File: src/rtl/phase_seq_gen.sv
// Programmable multi-phase clock-enable sequencer: walks a writable pattern table
// up to a programmable last index, with free-run, single-step and halt-at-wrap control.
module phase_seq_gen #(
    parameter int NUM_OUT    = 5,
    parameter int NUM_STATES = 8,
    parameter int STATE_W    = 3
) (
    input  logic               clk_in,
    input  logic               rst,
    input  logic               ena,
    input  logic               step_mode,
    input  logic               step,
    input  logic               halt_req,
    input  logic               cfg_we,
    input  logic [STATE_W-1:0] cfg_addr,
    input  logic [NUM_OUT-1:0] cfg_data,
    input  logic [STATE_W-1:0] cfg_len,
    output logic [NUM_OUT-1:0] phase_out,
    output logic [STATE_W-1:0] state_out,
    output logic               cycle_done,
    output logic               halted
);

    typedef enum logic {
        RUN,
        HALTED
    } fsm_t;

    localparam logic [STATE_W-1:0] LAST = STATE_W'(NUM_STATES - 1);

    fsm_t               fsm_q, fsm_d;
    logic [STATE_W-1:0] state_q, state_d;
    logic [STATE_W-1:0] len_q, len_d;
    logic [NUM_OUT-1:0] phase_q, phase_d;
    logic               done_q, done_d;
    logic               halted_q, halted_d;
    logic [NUM_OUT-1:0] table_q [NUM_STATES];
    logic [NUM_OUT-1:0] table_d [NUM_STATES];

    logic               adv;
    logic               wrap;
    logic               addr_ok;
    logic [STATE_W-1:0] len_clamped;

    // NOTE: every always_comb output gets its hold value first, so no path can infer a latch.
    always_comb begin
        fsm_d    = fsm_q;
        state_d  = state_q;
        len_d    = len_q;
        phase_d  = phase_q;
        done_d   = done_q;
        halted_d = halted_q;
        table_d  = table_q;

        // Widened compares keep these meaningful when the table fills the index space.
        len_clamped = ({1'b0, cfg_len} > {1'b0, LAST}) ? LAST : cfg_len;
        addr_ok     = ({1'b0, cfg_addr} < (STATE_W + 1)'(NUM_STATES));

        adv  = ena && (fsm_q == RUN) && (!step_mode || step);
        wrap = (state_q == len_q);

        if (adv) begin
            phase_d  = table_q[state_q];
            done_d   = wrap;
            halted_d = 1'b0;
            if (wrap) begin
                state_d = '0;
                len_d   = len_clamped;
                if (halt_req) fsm_d = HALTED;
            end else begin
                state_d = state_q + STATE_W'(1);
            end
        end else if (ena) begin
            phase_d = '0;
            done_d  = 1'b0;
            if (fsm_q == HALTED) begin
                state_d = '0;
                len_d   = len_clamped;
                if (!halt_req) fsm_d = RUN;
            end
            // halted rises the cycle after the final emission, once the strobes are quiet.
            halted_d = (fsm_d == HALTED);
        end

        // The read above uses table_q, so a same-entry write shows up on the next visit.
        if (cfg_we && addr_ok) table_d[cfg_addr] = cfg_data;
    end

    // NOTE: sequential state uses non-blocking assignments so all flops update together.
    always_ff @(posedge clk_in or negedge rst) begin
        if (!rst) begin
            fsm_q    <= RUN;
            state_q  <= '0;
            len_q    <= LAST;
            phase_q  <= '0;
            done_q   <= 1'b0;
            halted_q <= 1'b0;
            // NOTE: the table is deliberately reset; its default one-hot contents are functional.
            for (int i = 0; i < NUM_STATES; i++) begin
                table_q[i] <= NUM_OUT'(1) << (i % NUM_OUT);
            end
        end else begin
            fsm_q    <= fsm_d;
            state_q  <= state_d;
            len_q    <= len_d;
            phase_q  <= phase_d;
            done_q   <= done_d;
            halted_q <= halted_d;
            table_q  <= table_d;
        end
    end

    assign phase_out  = phase_q;
    assign state_out  = state_q;
    assign cycle_done = done_q;
    assign halted     = halted_q;

endmodule

File: config.mk
export PLATFORM = sky130hd
export DESIGN_NAME = phase_seq_gen
export DESIGN_NICKNAME = d
export VERILOG_FILES = /design/src/rtl/phase_seq_gen.sv
export SDC_FILE = /design/constraint.sdc
export NUM_CORES = 1
export LEC_CHECK = 0
export ABC_AREA = 1
export BUFFER_PORTS_ARGS = -buffer_cell sky130_fd_sc_hd__buf_2
export CAP_MARGIN = 20
export CORE_ASPECT_RATIO = 0.5
export CORE_MARGIN = 2
export CORE_UTILIZATION = 62
export DETAILED_ROUTE_END_ITERATION = 6
export PLACE_DENSITY = 0.83
export SYNTH_ARGS = -nofsm -noshare
export SYNTH_HDL_FRONTEND = slang
export SYNTH_SLANG_ARGS = --single-unit
File: constraint.sdc
create_clock -name clk_in -period 3.1 [get_ports clk_in]
set_input_delay 0.155 -clock clk_in [delete_from_list [all_inputs] [get_ports clk_in]]
set_output_delay 0.155 -clock clk_in [all_outputs]
set_load 0.1 [all_outputs]
# ---- Word-level counts from Yosys, hierarchy flattened
# Cells that the tools add are included.
dict set report totals {
  output_inout_bits 10
  reg_bits 54
  inputBits 18
  word_cells 59
}
dict set report classes {
  n_addsub 1
  n_eq_ne 3
  n_mux 25
  n_reduce_logical 10
  n_lt_le_gt_ge 3
  n_bitwise 3
}
# cell n
set op_table {}
lappend op_table {{$bwmux W40} 1}
lappend op_table {{$mux W5} 5}
lappend op_table {{$mux W3} 8}
lappend op_table {{$bmux W5 S3} 1}
lappend op_table {{$demux W5 S3} 1}
lappend op_table {{$mux W1} 9}
lappend op_table {{$ge A4 B4 Y1 const B} 2}
lappend op_table {{$not A3 Y4} 2}
lappend op_table {{$reduce_and A3 Y1} 2}
lappend op_table {{$lt A4 B1 Y1 const B} 1}
lappend op_table {{$reduce_bool A2 Y1} 2}
lappend op_table {{$add A3 B1 Y3 const B} 1}
lappend op_table {{$eq A3 B3 Y1} 1}
lappend op_table {{$logic_and A1 B1 Y1} 3}
lappend op_table {{$ne A2 B1 Y1 const B} 1}
lappend op_table {{$ne A2 B2 Y1 const B} 1}
lappend op_table {{$reduce_and A2 Y1} 1}
lappend op_table {{$logic_not A1 Y1} 1}
lappend op_table {{$logic_or A1 B1 Y1} 1}
lappend op_table {{$not A1 Y1} 1}

# ---- Logic depth before layout (Yosys ltp)
dict set report logic_depth {
  depth_word 6
  ltp_mapped 9
  mapped_depth_nobuf 7
}

# ---- Worst setup path after synthesis
# OpenSTA, ideal clock, no wires.
dict set report synth_timing {
  path_type {reg-to-reg}
  start {register state_q[0] (netlist: state_out[0])}
  end {register len_q[0]}
  arrival_ns 1.751
  n_path_buf 2
  synth_period_minus_slack_ns 1.827
  stages_incl_launch_ff 10
  path_slack_ns 1.273
  setup_ns 0.076
  path_cell_list {dfrtp_1 > buf_4 > inv_2 > buf_6 > nand2_1 > nand2_1 > nor2_1 > nand3_1 > nand3_1 > nand2_1}
}
dict set report synth_via {
  elab_chain_cells 3
}
# element line_no
set synth_lines {}
lappend synth_lines {{start, declared} 32} ;# logic [STATE_W-1:0] state_q, state_d;
lappend synth_lines {{start signal, assigned} 104} ;# state_q <= state_d;
lappend synth_lines {{$eq A3 B3 Y1} 60} ;# wrap = (state_q == len_q);
lappend synth_lines {{$ne A2 B1 Y1 (no line)} -}
lappend synth_lines {{$reduce_and A3 Y1 (no line)} -}
lappend synth_lines {{end signal, assigned} 105} ;# len_q <= len_d;
lappend synth_lines {{end, declared} 33} ;# logic [STATE_W-1:0] len_q, len_d;
# No other way between the ends.
# A chain may end at the register's enable or synchronous reset.

# ---- Worst setup path in the final report
dict set report layout_timing {
  start {register state_q[0] (netlist: state_out[0])}
  end {register state_q[1] (netlist: state_out[1])}
}
dict set report layout_via {
  elab_chain_cells 3
}
# element line_no
set layout_lines {}
lappend layout_lines {{$add A3 B1 Y3 or $eq A3 B3 Y1 (tied branches)} {71, 60}}
lappend layout_lines {{$mux W3 (*)} 66} ;# if (wrap) begin
lappend layout_lines {{$mux W3 (*)} 62} ;# if (adv) begin
# Every way passes the cells marked *; elsewhere a longest branch is shown, timed or not.

==> metrics.yaml <==
pwr:
  swShare_pct: 45.8
  power_frac_clock_pct: 18.0
  seq_power_share_pct: 40.0
  combPwrFrac_pct: 42.1
  leakage_nw: 1.54
  p_int_mw: 1.41
  total_power_mw: 2.60
  power.switching_mw: 1.19
  powerDensity_mw_per_mm2: 890
  irDropWorstVdd_mv: 0.526
grt:
  grtUsageTotal_pct: 27.9
  antenna_found_initial: 0
  grt_overflow_total: 0
  grt_pass1_wl_mm: 10.1
  grt_pass1_vias: 2114
  grt_max_degree: 53
timing:
  setup_violations: 0
  worst_pin_slew_ns: 0.499
  slew_headroom_pct: 67.0
  finalHoldViolCount: 0
  fin_setup_tns_ns: 0
  skew_ns: 0.00959
  max_clock_freq_ghz: 0.626
  maxSlewViolCount: 0
  min_period_ns: 1.60
  rsz0062_at_grt: "false"
  finalCritPeriodShare_pct: 51.5
routing:
  firstDrtPassIters: 6
  drtAntennaViolNets: 0
  post-route-drc-count: 0
  vias: 2312
  viasPerCell: 5.47
  route.detailed.wl_per_inst_um: 14.6
  wl_mm: 6.17
  drtIter0Drc: 170
place:
  dp_hpwl_mm: 4.31
  dpl_cell_area_mm2: 0.00279
  port_buffers: 27
  gp_congestion: 0.884
clock_network:
  post_cts_buffers: 0
  clk_pin_slew_ns: 0.10
  htree_levels: 2
  cts_sinks: 54
  hold_buffers: 0
  root_buffer: "clkbuf_8"
  clock_path_buffers: 2
  tritoncts: "built"
  cts_buffers: 5
  clock_latency_ns: 0.31
  ctsResizeCount: 0
yosys:
  syn_nets: 358
  synth_ff_type: "dfrtp_1"
  synthArstFlopShare_pct: 100
  syn_inst: 339
  netlist_area_mm2: 0.00264
  synth_cell_types: 24
  avgSynthCellArea_um2: 7.78
  yosysSeqAreaShare_pct: 51.8
  yosys_warnings: 0
  synth_top_cell_by_area: "dfrtp_1"
  synth_top_area_share_pct: 40.8
  ys_top_cells_by_area: "dfrtp_1 41%, nand2_1 20%, dfstp_2 11%"
  synth-edff-count: 0
  ys_ff_latch: 54
  synth.most_common_cell: "nand2_1"
  yosys-top-cells-count: "140 x nand2_1, 43 x dfrtp_1, 42 x o21ai_0, 31 x nand3_1, 30 x inv_1"
run_status:
  status: "finished, final reports clean"
setup_path:
  crit_path_end_kind: "flop"
  worstPathArrival_ns: 1.78
  crit_required_ns: 3.28
  cp-start-kind: "flop"
  crit_path_max_fanout: 28
  critical_path_class: "reg2reg"
final_layout:
  final_cell_area_mm2: 0.00293
  areaGrowthSynthToFinish_pct: 11.0
  drive_gt1_share_pct: 16.5
  nNetsFinal: 387
  antenna-diode-count: 0
floorplan:
  dieArea_mm2: 0.00482
  num_rows: 16
  die_h_um: 50.1
  start_util_pct: 66.2
  ios: 28
  coreArea_mm2: 0.00398
  die_w_um: 96.2
job:
  maxCapViolCount: 0
hold_path:
  min_path_type: "in2reg"
registers in the layout, indices dropped and copies added (netlist names):
register and cells:
len_q 3, phase_out 5, state_out 3, table_q 40, cycle_done 1, halted 1, fsm_q 1
critical path: stages (launching register included):
cell and delay (ns):
dfrtp_1 0.37, buf_4 0.22, inv_2 0.28, nand2_1 0.11, nand2_1 0.09, nand3_2 0.14, nand3_1 0.13, o21ai_0 0.12
final timing paths:
path | to | slack, ns | depth (start not counted) | start
max | state_out[1] | 1.50 | 7 | state_out[0]
min | len_q[1] | 0.05 | 3 | cfg_len[1]
max reg2reg | state_out[1] | 1.50 | 7 | state_out[0]
min reg2reg | phase_out[1] | 0.48 | 2 | phase_out[1]
max in group asynchronous | table_q[35] | 2.17 | 3 | rst
min in group asynchronous | table_q[0] | 0.32 | 2 | rst
per-stage QoR:
| stage | utilization, % | setup WS [ns] | hold WS [ns] | std cells |
|---|---|---|---|---|
| floorplan | - | 1.27 | -0.141 | 339 |
| global placement | 70.0 | 1.68 | 0.375 | 413 |
| CTS | 72.7 | 1.53 | 0.0532 | 421 |
| detailed placement | 70.0 | 1.63 | 0.381 | 413 |
| global route | 73.4 | 1.38 | 0.0728 | 423 |
| finish | 73.4 | 1.50 | 0.0500 | 423 |
layer usage:
layer	track usage, %	routed length [um]
met5	0	0
met4	4.29	39
met3	6.12	484
met2	42.6	2700
met1	41.7	2950
cells by family after synthesis:
kind of cell / Yosys count / synth area share, %
and+or+nand+nor: 191 / 30.3
buffers and inverters: 43 / 7.31
DFF: 54 / 51.8
AOI/OAI and AO/OA: 48 / 9.49
adders and majority gates: 1 / 0.475
xor gates and xnor gates: 2 / 0.665
power by group through the flow:
| stage | registers (mW) | clock network (mW) | logic, mW |
|---|---|---|---|
| after floorplan | 1.35 | 0 | 0.568 |
| after global placement | 1.04 | 0 | 1.04 |
| after detailed placement | 1.05 | 0 | 1.07 |
| after CTS | 1.03 | 0.472 | 1.08 |
| after global routing | 1.06 | 0.500 | 1.20 |
| final | 1.04 | 0.468 | 1.10 |
cell usage in the layout (no fill, tap or decap), types with 5 or more instances in the layout:
cell type | netlist | layout
buf_2 | 4 | 27
clkbuf_8 | 0 | 5
dfrtp_1 | 43 | 43
dfstp_2 | 11 | 11
inv_1 | 30 | 30
nand2_1 | 140 | 140
nand2_2 | 5 | 5
nand3_1 | 31 | 31
nor2_1 | 10 | 10
o21ai_0 | 42 | 42
layout make-up:
cell class,instances,area [um2]
Tap cell,54,67.6
Timing Repair Buffer,31,180
Inverter,34,128
Clock buffer,7,76.3
Multi-Input combinational cell,242,1080
Clock inverter,1,30.0
Fill cell,308,1060
Sequential cell,54,1370
(Power assumes the default switching activity.)
